==> config.mk <==
export PLATFORM = sky130hd
export DESIGN_NAME = div_seq_ctrl_flat
export DESIGN_NICKNAME = d
export VERILOG_FILES = /design/src/rtl/div_seq_ctrl_if.sv /design/src/rtl/div_seq_ctrl.sv /design/src/flat_wrapper.sv
export SDC_FILE = /design/constraint.sdc
export NUM_CORES = 1
export LEC_CHECK = 0
export CAP_MARGIN = 20
export CORE_MARGIN = 2
export CORE_UTILIZATION = 46
export CTS_CLUSTER_SIZE = 10
export DETAILED_ROUTE_END_ITERATION = 8
export GPL_TIMING_DRIVEN = 0
export PLACE_DENSITY_LB_ADDON = 0.12
export SLEW_MARGIN = 20
export SYNTH_ARGS = -nofsm -noshare
export SYNTH_HDL_FRONTEND = slang
export SYNTH_SLANG_ARGS = --single-unit
==> constraint.sdc <==
create_clock -name clk -period 5.05 [get_ports clk]
set_input_delay 1.01 -clock clk [delete_from_list [all_inputs] [get_ports clk]]
set_output_delay 1.01 -clock clk [all_outputs]
set_load 0.005 [all_outputs]
==> src/rtl/div_seq_ctrl_if.sv <==
// Shared ALU op encoding and the EX/divider bundle seen by the divide sequencer.
package div_seq_pkg;
  typedef enum logic [4:0] {
    ALU_ADD, ALU_SUB, ALU_AND, ALU_OR, ALU_XOR, ALU_SLL, ALU_SRL, ALU_SRA,
    ALU_SLT, ALU_SLTU, ALU_MUL, ALU_MULH, ALU_MULHSU, ALU_MULHU,
    ALU_DIV, ALU_DIVU, ALU_REM, ALU_REMU
  } alu_op_e;
endpackage

interface div_seq_ctrl_if #(parameter int XLEN = 32);
  import div_seq_pkg::*;

  // EX stage side
  logic            ex_valid;
  alu_op_e         ex_op;
  logic [XLEN-1:0] ex_a;
  logic [XLEN-1:0] ex_b;
  logic [4:0]      ex_tag;
  logic            ex_advance;
  logic            flush;
  logic            ex_stall;
  logic            res_valid;
  logic [XLEN-1:0] res_data;
  logic [4:0]      res_tag;
  // iterative divider side
  logic            div_start;
  logic            div_is_signed;
  logic            div_is_rem;
  logic [XLEN-1:0] div_dividend;
  logic [XLEN-1:0] div_divisor;
  logic [XLEN-1:0] div_result;
  logic            div_done;
  logic            div_busy;
  // status
  logic            timeout_err;

  // controller view
  modport slave (
    input  ex_valid, ex_op, ex_a, ex_b, ex_tag, ex_advance, flush,
           div_result, div_done, div_busy,
    output ex_stall, res_valid, res_data, res_tag,
           div_start, div_is_signed, div_is_rem, div_dividend, div_divisor,
           timeout_err
  );

  // pipeline + divider view
  modport master (
    output ex_valid, ex_op, ex_a, ex_b, ex_tag, ex_advance, flush,
           div_result, div_done, div_busy,
    input  ex_stall, res_valid, res_data, res_tag,
           div_start, div_is_signed, div_is_rem, div_dividend, div_divisor,
           timeout_err
  );
endinterface

==> src/rtl/div_seq_ctrl.sv <==
// Divide sequencer for the EX stage: resolves divide-by-zero and signed
// overflow locally, otherwise issues one start to the iterative divider,
// stalls EX until the result is ready and holds it until EX advances.
module div_seq_ctrl
  import div_seq_pkg::*;
#(
  parameter int XLEN    = 32,
  parameter int TIMEOUT = 64
) (
  input  logic           clk,
  input  logic           reset,
  div_seq_ctrl_if.slave  bus
);

  localparam logic [1:0] S_IDLE  = 2'd0;
  localparam logic [1:0] S_RUN   = 2'd1;
  localparam logic [1:0] S_DRAIN = 2'd2;
  localparam logic [1:0] S_DONE  = 2'd3;

  localparam int              WDW     = $clog2(TIMEOUT) + 1;
  localparam logic [WDW-1:0]  WD_LAST = WDW'(TIMEOUT - 1);
  localparam logic [XLEN-1:0] INT_MIN = {1'b1, {(XLEN-1){1'b0}}};

  logic [1:0]      state_q, state_d;
  logic [WDW-1:0]  wd_q, wd_d;
  logic [XLEN-1:0] res_data_q, res_data_d;
  logic [4:0]      res_tag_q, res_tag_d;
  logic [XLEN-1:0] dividend_q, dividend_d;
  logic [XLEN-1:0] divisor_q, divisor_d;
  logic            sgn_q, sgn_d;
  logic            rem_q, rem_d;
  logic            timeout_q, timeout_d;

  logic is_div, op_sgn, op_rem;
  logic div_zero, sgn_ovf, wd_fire;
  logic start;

  // Decode the EX op and the two cases that never need the divider
  always_comb begin
    is_div   = (bus.ex_op == ALU_DIV) || (bus.ex_op == ALU_DIVU) ||
               (bus.ex_op == ALU_REM) || (bus.ex_op == ALU_REMU);
    op_sgn   = (bus.ex_op == ALU_DIV) || (bus.ex_op == ALU_REM);
    op_rem   = (bus.ex_op == ALU_REM) || (bus.ex_op == ALU_REMU);
    div_zero = (bus.ex_b == '0);
    sgn_ovf  = op_sgn && (bus.ex_a == INT_MIN) && (bus.ex_b == '1);
    wd_fire  = (wd_q == WD_LAST);
  end

  // Next-state, result capture, operand latch and watchdog
  always_comb begin
    state_d    = state_q;
    wd_d       = wd_q;
    res_data_d = res_data_q;
    res_tag_d  = res_tag_q;
    dividend_d = dividend_q;
    divisor_d  = divisor_q;
    sgn_d      = sgn_q;
    rem_d      = rem_q;
    timeout_d  = timeout_q;
    start      = 1'b0;
    case (state_q)
      S_IDLE: begin
        if (bus.ex_valid && is_div && !bus.flush) begin
          if (div_zero) begin
            // x/0 = all ones, x%0 = x
            res_data_d = op_rem ? bus.ex_a : '1;
            res_tag_d  = bus.ex_tag;
            state_d    = S_DONE;
          end else if (sgn_ovf) begin
            // MIN/-1 = MIN, MIN%-1 = 0
            res_data_d = op_rem ? '0 : INT_MIN;
            res_tag_d  = bus.ex_tag;
            state_d    = S_DONE;
          end else if (!bus.div_busy) begin
            start      = 1'b1;
            dividend_d = bus.ex_a;
            divisor_d  = bus.ex_b;
            sgn_d      = op_sgn;
            rem_d      = op_rem;
            res_tag_d  = bus.ex_tag;
            wd_d       = '0;
            state_d    = S_RUN;
          end
        end
      end
      S_RUN: begin
        if (bus.flush) begin
          // a done arriving with the flush is simply dropped; nothing left to drain
          state_d = bus.div_done ? S_IDLE : S_DRAIN;
          wd_d    = '0;
        end else if (bus.div_done) begin
          res_data_d = bus.div_result;
          state_d    = S_DONE;
        end else if (wd_fire) begin
          res_data_d = '0;
          timeout_d  = 1'b1;
          state_d    = S_DONE;
        end else begin
          wd_d = wd_q + 1'b1;
        end
      end
      S_DRAIN: begin
        if (bus.div_done) begin
          state_d = S_IDLE;
        end else if (wd_fire) begin
          timeout_d = 1'b1;
          state_d   = S_IDLE;
        end else begin
          wd_d = wd_q + 1'b1;
        end
      end
      default: begin
        // S_DONE: either EX takes the result or the instruction is killed
        if (bus.flush || bus.ex_advance) state_d = S_IDLE;
      end
    endcase
  end

  // State and datapath registers
  always_ff @(posedge clk or posedge reset) begin
    if (reset) begin
      state_q    <= S_IDLE;
      wd_q       <= '0;
      res_data_q <= '0;
      res_tag_q  <= '0;
      dividend_q <= '0;
      divisor_q  <= '0;
      sgn_q      <= 1'b0;
      rem_q      <= 1'b0;
      timeout_q  <= 1'b0;
    end else begin
      state_q    <= state_d;
      wd_q       <= wd_d;
      res_data_q <= res_data_d;
      res_tag_q  <= res_tag_d;
      dividend_q <= dividend_d;
      divisor_q  <= divisor_d;
      sgn_q      <= sgn_d;
      rem_q      <= rem_d;
      timeout_q  <= timeout_d;
    end
  end

  // Outputs; operands pass straight through in the start cycle so the
  // divider sees them before the registers load
  always_comb begin
    bus.div_start     = start && !reset;
    bus.div_dividend  = bus.div_start ? bus.ex_a : dividend_q;
    bus.div_divisor   = bus.div_start ? bus.ex_b : divisor_q;
    bus.div_is_signed = bus.div_start ? op_sgn   : sgn_q;
    bus.div_is_rem    = bus.div_start ? op_rem   : rem_q;
    bus.ex_stall      = bus.ex_valid && is_div && (state_q != S_DONE) && !bus.flush;
    bus.res_valid     = (state_q == S_DONE);
    bus.res_data      = res_data_q;
    bus.res_tag       = res_tag_q;
    bus.timeout_err   = timeout_q;
  end

endmodule
==> src/flat_wrapper.sv <==
// flat-port wrapper written by rule: the top's interface ports become plain ports
module div_seq_ctrl_flat import div_seq_pkg::*;
#(
  parameter int XLEN    = 32,
  parameter int TIMEOUT = 64
)
  (clk, reset, bus_ex_valid, bus_ex_op, bus_ex_a, bus_ex_b, bus_ex_tag, bus_ex_advance, bus_flush, bus_div_result, bus_div_done, bus_div_busy, bus_ex_stall, bus_res_valid, bus_res_data, bus_res_tag, bus_div_start, bus_div_is_signed, bus_div_is_rem, bus_div_dividend, bus_div_divisor, bus_timeout_err);
  div_seq_ctrl_if #(.XLEN(XLEN)) bus_i ();
  input  logic clk;
  input  logic reset;
  input wire logic [$bits(bus_i.ex_valid)-1:0] bus_ex_valid;
  input wire logic [$bits(bus_i.ex_op)-1:0] bus_ex_op;
  input wire logic [$bits(bus_i.ex_a)-1:0] bus_ex_a;
  input wire logic [$bits(bus_i.ex_b)-1:0] bus_ex_b;
  input wire logic [$bits(bus_i.ex_tag)-1:0] bus_ex_tag;
  input wire logic [$bits(bus_i.ex_advance)-1:0] bus_ex_advance;
  input wire logic [$bits(bus_i.flush)-1:0] bus_flush;
  input wire logic [$bits(bus_i.div_result)-1:0] bus_div_result;
  input wire logic [$bits(bus_i.div_done)-1:0] bus_div_done;
  input wire logic [$bits(bus_i.div_busy)-1:0] bus_div_busy;
  output wire logic [$bits(bus_i.ex_stall)-1:0] bus_ex_stall;
  output wire logic [$bits(bus_i.res_valid)-1:0] bus_res_valid;
  output wire logic [$bits(bus_i.res_data)-1:0] bus_res_data;
  output wire logic [$bits(bus_i.res_tag)-1:0] bus_res_tag;
  output wire logic [$bits(bus_i.div_start)-1:0] bus_div_start;
  output wire logic [$bits(bus_i.div_is_signed)-1:0] bus_div_is_signed;
  output wire logic [$bits(bus_i.div_is_rem)-1:0] bus_div_is_rem;
  output wire logic [$bits(bus_i.div_dividend)-1:0] bus_div_dividend;
  output wire logic [$bits(bus_i.div_divisor)-1:0] bus_div_divisor;
  output wire logic [$bits(bus_i.timeout_err)-1:0] bus_timeout_err;
  assign bus_i.ex_valid = bus_ex_valid;
  assign bus_i.ex_op = bus_ex_op;
  assign bus_i.ex_a = bus_ex_a;
  assign bus_i.ex_b = bus_ex_b;
  assign bus_i.ex_tag = bus_ex_tag;
  assign bus_i.ex_advance = bus_ex_advance;
  assign bus_i.flush = bus_flush;
  assign bus_i.div_result = bus_div_result;
  assign bus_i.div_done = bus_div_done;
  assign bus_i.div_busy = bus_div_busy;
  assign bus_ex_stall = bus_i.ex_stall;
  assign bus_res_valid = bus_i.res_valid;
  assign bus_res_data = bus_i.res_data;
  assign bus_res_tag = bus_i.res_tag;
  assign bus_div_start = bus_i.div_start;
  assign bus_div_is_signed = bus_i.div_is_signed;
  assign bus_div_is_rem = bus_i.div_is_rem;
  assign bus_div_dividend = bus_i.div_dividend;
  assign bus_div_divisor = bus_i.div_divisor;
  assign bus_timeout_err = bus_i.timeout_err;
  div_seq_ctrl #(.XLEN(XLEN), .TIMEOUT(TIMEOUT)) u_core (.clk(clk), .reset(reset), .bus(bus_i));
endmodule
Word level (Yosys, flattened, before mapping)
Index checks and enable logic that the tools add are counted.
W data, S select, Z words.
- $add $sub $neg: 1
- multipliers: 0
- divide/modulo/power cells: 0
- $lt $le $gt $ge: 0
- equality and inequality tests: 22
- shifts and indexed selects: 0
- mux-type cells: 45
- bitwise gates (word level): 3
- reduce and logical (&&, ||, !) cells: 27
- operator list (operator ; number):
    $mux W32 ; 10
    $eq A32 B32 Y1 const B ; 2
    $pmux W32 S2 ; 1
    $mux W7 ; 7
    $logic_not A32 Y1 ; 1
    $mux W2 ; 11
    $pmux W7 S3 ; 1
    $reduce_and A5 Y1 ; 4
    $mux W5 ; 3
    $eq A5 B4 Y1 const B ; 2
    $eq A5 B5 Y1 const B ; 2
    $mux W1 ; 10
    $ne A2 B2 Y1 const B ; 5
    $add A7 B1 Y7 const B ; 1
    $eq A7 B6 Y1 const B ; 1
    $logic_and A1 B1 Y1 ; 7
    $logic_or A1 B1 Y1 ; 6
    $ne A3 B1 Y1 const B ; 2
    $ne A3 B2 Y1 const B ; 2
    $pmux W2 S3 ; 1
    $eq A2 B2 Y1 const B ; 2
    $ne A4 B2 Y1 const B ; 1
    $ne A4 B3 Y1 const B ; 1
    $reduce_bool A2 Y1 ; 2
    10 further kinds ; 13
- bits in registers: 113
- bits in latches: 0
- memory bits (writable): 0
- memory bits (read-only): 0
- input port bits: 113
- output and inout port bits: 107
- memories kept: 0

Depth between registers and ports, before layout
Gate-level depths: netlist (run 1).
- word-level depth: 10
- mapped depth: 9
- depth with buffers taken out: 8

Worst setup path after synthesis (run 1)
Ideal clock, no wire load.
- kind: input-to-output
- start: in bus_ex_a[26]
- end: out bus_div_dividend[0]
- data arrival time: 2.773 ns
- required time: 4.040 ns
- setup slack: 1.267 ns
- stages: 8
- buffers on the path: 2
- path through: nand4b_1 or4_4 nor4_4 a21oi_1 nand2_1 buf_6 buf_6 mux2_2
- longest elaborated chain between the ends: 9
- ends and longest elaborated chain (what ; line ; text):
    start, declared ; flat_wrapper.sv:13 ; input wire logic [$bits(bus_i.ex_a)-1:0] bus_ex_a;
    $eq A32 B32 Y1 ; div_seq_ctrl.sv:45 ; sgn_ovf = op_sgn && (bus.ex_a == INT_MIN) && (bus.ex_b == '1);
    $logic_and A1 B1 Y1 (2 in a row) ; div_seq_ctrl.sv:45 ;
    $mux W1 ; div_seq_ctrl.sv:69 ; end else if (sgn_ovf) begin
    $mux W1 ; div_seq_ctrl.sv:64 ; if (div_zero) begin
    $mux W1 ; div_seq_ctrl.sv:63 ; if (bus.ex_valid && is_div && !bus.flush) begin
    $mux W1 ; div_seq_ctrl.sv:61 ; case (state_q)
    $logic_and A1 B1 Y1 ; div_seq_ctrl.sv:147 ; bus.div_start = start && !reset;
    $mux W32 ; div_seq_ctrl.sv:148 ; bus.div_dividend = bus.div_start ? bus.ex_a : dividend_q;
    end, declared ; flat_wrapper.sv:28 ; output wire logic [$bits(bus_i.div_dividend)-1:0] bus_div_dividend;
Every way passes these cells.

Worst setup path in the final report (run 1)
- start: in bus_ex_a[20]
- end: out bus_div_dividend[26]
Same word-level chain as after synthesis.

==> run_results.csv, run 1 <==
group,metric,value,unit
sta,setup_tns,0,ns
detailed_routing,route.final.wire_length,17500,microns
sta,final_hold_viol_count,0,
sta,holdWs,0.478,ns
grt,antenna_found_initial,0,
sta,slew_headroom,0.511,
pwr,p_per_area,432,mW/mm^2
pwr,swShare,0.281,
pwr,combPwrFrac,0.380,
synthesis,syn_area_per_cell,11.7,sq um
placement,dpl.hpwl,13000,microns
floorplanning,start_util,0.468,
detailed_routing,drc,0,
grt,grt_pass1_vias,5336,
worst_setup_path,startpoint_type,"primary input",
synthesis,seq_area_frac_synth,0.460,
clock_network,cts_tree,"done",
sta,finalCritPeriodShare,0.965,
floorplanning,io_pins,220,
grt,grt_overflow,0,
outcome,outcome,"finished clean",
synthesis,synth_edf_count,0,
floorplanning,die_width,120,microns
worst_setup_path,reg2reg_slack,2.47,ns
grt,track_usage,0.251,
finish,final_cell_mix,"217 x clkdlybuf4s50_1, 160 x mux2_2, 113 x dfrtp_1, 37 x nor2_1, 37 x nand2_1",
synthesis,synth_ff_type,"dfrtp_1",
finish,diodes,0,
pwr,p_seq_frac,0.330,
pwr,power.leakage,0.00413,uW
floorplanning,core.rowCount,42,
synthesis,synth.distinct_cells,47,
placement,gp_congestion,0.837,
placement,place_area,0.00859,sq mm
clock_network,hold_buffers,0,
grt,grt_pass1_wl,28100,microns
sta,finalCriticalPeriod,4.87,ns
synthesis,synthCells,525,
flow_run,cap_violations,0,
clock_network,clk_latency,0.41,ns
synthesis,synthArstFlopShare,1.00,
floorplanning,dieArea,0.0143,sq mm
synthesis,synth_seq_cells,113,
pwr,switchingPower,1120,uW
floorplanning,core_area,0.0131,sq mm
sta,setup_viol,0,
detailed_routing,vias_per_cell,5.43,
hold_path,hold_class,"reg -> reg",
pwr,ir_drop,0.000213,V
synthesis,syn_nets,644,
sta,skew,0.00602,ns
clock_network,cts_htree_levels,4,
synthesis,yosysWarningCount,0,
sta,worst-slew-pin-transition,0.724,ns
clock_network,cts_max_path_buffers,2,
clock_network,clock-sinks,113,
worst_setup_path,crit_path_end_kind,"output pin",
finish,drive_above_1_share,0.293,
detailed_routing,ant_nets,0,
finish,utilization,0.702,
detailed_routing,dr.first_iter.drc_count,270,
finish,nNetsFinal,885,
sta,grt_setup_unrepaired,"no",
pwr,p_clk_frac,0.290,
finish,final_common_cell,"clkdlybuf4s50_1",
clock_network,numCtsBuffers,17,
worst_setup_path,required,4.04,ns
pwr,p_int,2870,uW
grt,grt_max_degree,59,
finish,area_delta_synth_final,50.2,%
sta,slew_viol_final,0,
detailed_routing,vias,5181,
detailed_routing,wl_per_cell,18.3,microns
worst_setup_path,critPathMaxFanout,10,
detailed_routing,first_pass_iters,7,
placement,portBuffers,219,
clock_network,clockRootBuffer,"clkbuf_16",
worst_setup_path,path_class,"in -> out",
floorplanning,dieHeight,120,microns
worst_setup_path,arrival,3.86,ns
synthesis,syn_area,0.00614,sq mm
clock_network,path_clk_slew,0.05,ns
sta,fmax,205,MHz
finish,fin_area,0.00923,sq mm
[what timing repair did]
action	in CTS	in global routing
cloned	0	0
buffers inserted	3	0
endpoints found under the setup margin	67	64
resized for setup	7	4
pin swaps	2	3
hold endpoints to repair	0	0
[power by group through the flow]
stage,clock network (uW),logic [uW],registers [uW]
3_5_place_dp,0,1510,1330
6_report,1160,1520,1320
2_1_floorplan,0,718,1300
3_3_place_gp,0,1480,1310
5_1_grt,1220,1630,1350
4_1_cts,1170,1520,1310
[sequential cells by signal, summed over array words and instances (netlist names)]
| signal | cells |
|---|---|
| u_core.bus.res_tag | 5 |
| u_core.state_q | 2 |
| u_core.divisor_q | 32 |
| u_core.dividend_q | 32 |
| u_core.rem_q | 1 |
| u_core.bus.res_data | 32 |
| u_core.bus.timeout_err | 1 |
| u_core.sgn_q | 1 |
| u_core.wd_q | 7 |
[area by class of cell]
cell class,instances,area (sq um)
inverter,6,27.5
clock inverter,12,115
clock buffer,20,457
multi-input combinational,374,3130
fill,986,3910
timing repair buffer,223,2240
buffer,31,204
tap,176,220
sequential,113,2830
[routing by layer]
layer	wire length, microns	track usage
met5	0	0
met4	307	0.0824
met3	1160	0.0751
met2	8810	0.427
met1	7240	0.306
[through the flow]
stage               power [uW]  cells  setup WS (ns)
floorplan                 2020    525           1.05
detailed placement        2840    921         -0.422
global placement          2790    920         -0.823
CTS                       4010    956         0.0141
finish                    3990    955          0.178
global route              4200    955        0.00102
[cell families (layout without fill, tap and decap cells)]
logic type / Yosys count / count (layout) / share of synthesized area
buffers and inverters: 38 / 292 / 0.0377
flip-flops: 113 / 113 / 0.460
AND/OR/NAND/NOR: 132 / 132 / 0.112
multiplexers: 165 / 165 / 0.302
adder cells (fa/ha/maj): 6 / 6 / 0.0122
AO/OA/AOI/OAI: 71 / 71 / 0.0752
[cells in the mapped netlist (all sizes together), types with 2 or more instances]
cell type  count  share of area
a21boi         2         0.0024
a21oi          5         0.0047
a31oi          2         0.0045
and2           4         0.0041
and3           2         0.0020
and4b          2         0.0033
buf           19          0.026
clkbuf        13         0.0079
dfrtp        113           0.46
ha             6          0.012
inv            6         0.0037
mux2         165           0.30
nand2         38          0.023
nand3          2         0.0016
nand4         13          0.013
nor2          38          0.023
nor2b          3         0.0031
nor3           2         0.0016
nor4          16          0.019
nor4b          2         0.0053
o21ai         42          0.034
o21bai         2         0.0031
o2bb2ai        2         0.0029
o32a           2         0.0033
o41ai          8          0.011
or3            4         0.0041
or4            2         0.0031
[final timing paths]
check	from	endpoint	cells after the start
max	bus_ex_a[20]	bus_div_dividend[26]	10
min	u_core.rem_q	u_core.rem_q	2
max reg2reg	u_core.state_q[1]	u_core.dividend_q[7]	8
min reg2reg	u_core.rem_q	u_core.rem_q	2
max in group asynchronous	reset	u_core.bus.res_data[18]	3
min in group asynchronous	reset	u_core.divisor_q[0]	2
[worst max-delay path, cell delays in order]
cell	delay (ns)
clkdlybuf4s50_1	0.52
nor4_4	0.41
nand4_1	0.21
nor3_2	0.33
a21oi_2	0.13
nand2_2	0.11
buf_6	0.15
buf_6	0.17
mux2_2	0.34
clkdlybuf4s50_1	0.48
Note: power is estimated with default switching activity, not from simulation.
==> inputs of run 2 (changes only) <==
GPL_ROUTABILITY_DRIVEN = 0   (was unset)
==> results of run 2 <==
Final layout, timing and power as in run 1 (identical DEF).
==> RTL edit 1: new RTL, settings of run 1 <==
`wd_q`, `res_data_q` and `res_tag_q` no longer have a reset.
--- a/src/rtl/div_seq_ctrl.sv
+++ b/src/rtl/div_seq_ctrl.sv
@@ -122,5 +122,2 @@
       state_q    <= S_IDLE;
-      wd_q       <= '0;
-      res_data_q <= '0;
-      res_tag_q  <= '0;
       dividend_q <= '0;
@@ -132,5 +129,2 @@
       state_q    <= state_d;
-      wd_q       <= wd_d;
-      res_data_q <= res_data_d;
-      res_tag_q  <= res_tag_d;
       dividend_q <= dividend_d;
@@ -141,2 +135,8 @@
     end
+  end
+
+  always_ff @(posedge clk) begin
+    wd_q       <= wd_d;
+    res_data_q <= res_data_d;
+    res_tag_q  <= res_tag_d;
   end
Behaviour: not the same (a bounded check fails within 4 cycles, from zero or initial values and one cycle with reset high).
==> RTL edit 1 against run 1 <==
  * Clock skew decreased by 0.0013 ns
  * Setup slack worse by 0.12 ns
  * Critical endpoint is now bus_div_divisor[1]
  * Sequential cell count did not move
  * Synthesized area shrank 0.90%
  * Fmax decreased by 2.3%
  * Power down 3.8%
  * Wire length shrank 1.9%
  * Worst hold slack gained 0.00098 ns
  * Final cell count decreased by 3.1%
  * Cell area is 0.61% lower
  * Via count shrank 4.4%
  * First-iteration DRC count decreased by 7.8%
  * Register-to-register slack got worse by 0.11 ns
==> RTL edit 1: results <==
[layout]
utilization = 0.701
clock_cell_area_share = 0.0604
finalNetCount = 854
nonClkBufAreaFrac = 0.259
drive_gt1_frac = 0.263
multiInputGateArea_um2 = 2940
inv_count = 7
fill_cells = 953
multi_input_cells = 345
non_clock_buffer_count = 252

[drt]
drt_iter0_markers = 249
wl_per_cell_um = 18.6
first_pass_iters = 5
via_per_inst = 5.36

[global_route]
grtUsageTotal = 0.248
grt_max_degree = 48

[placed_design]
post-place-ws_ns = -0.632
dp.final_hpwl_mm = 12.9
place_inst = 889
dpl-instance-area_um2 = 8580

[logic_synthesis]
muxShareOfSynthArea = 0.270
synth_xor_area_frac = 0.00719
async_flop_share = 0.611
synth-compound-area-share = 0.0547
synthAdderAreaFrac = 0.0103
syn_nets = 610
yosysSeqAreaShare = 0.501
yosys-top-cells-area = dfrtp_1, edfxtp_1, mux2_2

[clocking]
post_cts_buffers = 4
cts_resized = 89

[power_and_ir_drop]
p_sw_mw = 1.04
leakage_nw = 3.99
vdd_drop_max_mv = 0.308

[critical_path]
crit_family = simple AND/OR/NAND/NOR gates
crit_arrival_ns = 3.98
path_max_fanout = 7

[run_status]
status = complete, no violations

[timing]
fin_skew_ns = 0.00476
==> RTL edit 1: cell types whose count changed in the layout (fill, tap and decap cells not counted), sizes merged, moves of 4 or more <==
cell	change
nor2	+5
xor2	+4
o41ai	-8
dlygate4sd2	+35
dfrtp	-44
nor4b	+5
clkdlybuf4s50	-50
mux2	-33
buf	+5
edfxtp	+44
o21ai	-8
clkbuf	+8
clkdlybuf4s15	+5
==> RTL edit 1: layer usage <==
metal  GRT usage  share of wire  vias up
met1       0.311           0.42     2413
li1            -              -     2330
met2       0.418           0.50      191
met5           0              0        -
met3      0.0738          0.071       20
met4      0.0692          0.016        0
==> RTL edit 1: power groups by stage <==
| stage | clock (mW) | sequential (mW) | combinational, mW |
|---|---|---|---|
| 2_1_floorplan | 0 | 1.42 | 0.604 |
| 3_3_place_gp | 0 | 1.42 | 1.30 |
| 3_5_place_dp | 0 | 1.43 | 1.37 |
| 4_1_cts | 1.13 | 1.41 | 1.32 |
| 5_1_grt | 1.17 | 1.45 | 1.41 |
| 6_report | 1.12 | 1.42 | 1.31 |
==> RTL edit 1: path summary, 6_finish.rpt <==
kind	start	to	slack (ns)	cells after the start
setup / recovery	bus_ex_a[14]	bus_div_divisor[1]	0.06	9
hold / removal	u_core.bus.timeout_err$_DFFE_PP0P_	u_core.bus.timeout_err$_DFFE_PP0P_	0.48	1
setup reg to reg	u_core.wd_q[0]$_DFFE_PP_	u_core.bus.res_data[7]$_DFFE_PP_	2.36	8
hold reg to reg	u_core.bus.timeout_err$_DFFE_PP0P_	u_core.bus.timeout_err$_DFFE_PP0P_	0.48	1
max in group asynchronous	reset	u_core.divisor_q[29]$_DFFE_PP0P_	3.55	3
min in group asynchronous	reset	u_core.dividend_q[26]$_DFFE_PP0P_	0.96	2
==> RTL edit 2: new RTL, config.mk and constraints of run 1 <==
Made on the original files. `TIMEOUT` is set to 64 in 2 places; all go to 32.
--- a/src/rtl/div_seq_ctrl.sv
+++ b/src/rtl/div_seq_ctrl.sv
@@ -7,3 +7,3 @@
   parameter int XLEN    = 32,
-  parameter int TIMEOUT = 64
+  parameter int TIMEOUT = 32
 ) (
--- a/src/flat_wrapper.sv
+++ b/src/flat_wrapper.sv
@@ -4,3 +4,3 @@
   parameter int XLEN    = 32,
-  parameter int TIMEOUT = 64
+  parameter int TIMEOUT = 32
 )
Behaviour: no difference found for any inputs over 4 cycles, from zero or initial values and one cycle with reset high; that may be too few to reach the edited logic, so the function may still have changed.
==> RTL edit 2 against run 1 <==
  * Sequential cell count fell by 1
  * Utilization decreased by 1.1 points
  * Largest power group unchanged
  * Largest cell class unchanged
  * Wire length is 1.0% higher
  * Setup slack got worse by 0.047 ns
  * Cell area fell by 1.9%
  * Power decreased by 12%
  * Via count shrank 1.2%
  * First-iteration DRC count decreased by 34%
  * Synthesized area shrank 0.94%
  * Critical path type unchanged
==> RTL edit 2: results <==
[logic_synthesis]
synthAdderAreaFrac = 0.0123
synth-compound-area-share = 0.0699
syn_inst = 521
synthDistinctLibCells = 44
muxShareOfSynthArea = 0.313
syn_nets = 640

[layout]
drive_gt1_frac = 0.228
finalNetCount = 883
final_cells = 945

[clocking]
cts_resized = 54
post_cts_buffers = 11
cts_made_buffers = 9
clock_latency_ns = 0.35

[die]
coreArea_um2 = 13100

[timing]
relSlewSlack = 0.548
fin_skew_ns = 0.00732

[placed_design]
dpl-instance-area_um2 = 8530
post-place-ws_ns = -0.267

[drt]
vias = 5121
wl_met1_mm = 7.56
wirelength_mm = 17.7
met3_length_mm = 1.11
routed-wl-met2_mm = 8.63
first_pass_iters = 4

[global_route]
grtUsageTotal = 0.253
use_met3 = 0.0565
grt_max_degree = 67
grt_pass1_wl_mm = 28.2
grtUsageMet1 = 0.323

[run_status]
status = complete, no violations

[power_and_ir_drop]
vdd_drop_max_mv = 0.241
p_sw_mw = 1.06
power_frac_clock = 0.198
leakage_nw = 4.34
## RTL edit 2: cell types whose count changed after synthesis, moves of 3 or more
cell / delta
mux2_1: +55
mux2_2: -51
o41ai_1: -8
nand4_1: -6
o21ai_1: -6
a21oi_1: +5
buf_4: -5
or4_1: +5
a211oi_1: +4
a2bb2oi_1: +4
buf_2: +4
or3_1: -4
nor4_1: -3
## RTL edit 2: critical path, stage by stage
cell	delay, ns
clkdlybuf4s50_1	0.47
or4bb_4	0.58
nor4_4	0.30
and2_1	0.17
a211o_1	0.14
buf_6	0.15
nor3_4	0.06
buf_6	0.16
buf_8	0.14
buf_4	0.13
mux2_1	0.30
dlygate4sd2_1	0.28
## RTL edit 2: layout make-up
| cell class | instances | area, um2 |
|---|---|---|
| clock inverter | 4 | 27.5 |
| fill | 987 | 4030 |
| clock buffer | 12 | 267 |
| inverter | 8 | 35.0 |
| tap | 176 | 220 |
| multi-input combinational | 370 | 3140 |
| sequential | 112 | 2800 |
| buffer | 31 | 243 |
| timing repair buffer | 232 | 2320 |
## RTL edit 2: worst paths after layout
| check | end | from | cells past startpoint | slack (ns) |
|---|---|---|---|---|
| min | u_core.bus.timeout_err$_DFFE_PP0P_ | u_core.bus.timeout_err$_DFFE_PP0P_ | 1 | 0.48 |
| max in group asynchronous | u_core.dividend_q[0]$_DFFE_PP0P_ | reset | 3 | 3.21 |
| max | bus_div_dividend[10] | bus_ex_a[26] | 12 | 0.13 |
| max reg2reg | u_core.bus.res_data[25]$_DFFE_PP0P_ | u_core.wd_q[3]$_DFFE_PP0P_ | 7 | 2.57 |
| min in group asynchronous | u_core.bus.timeout_err$_DFFE_PP0P_ | reset | 2 | 1.17 |
| min reg2reg | u_core.bus.timeout_err$_DFFE_PP0P_ | u_core.bus.timeout_err$_DFFE_PP0P_ | 1 | 0.48 |
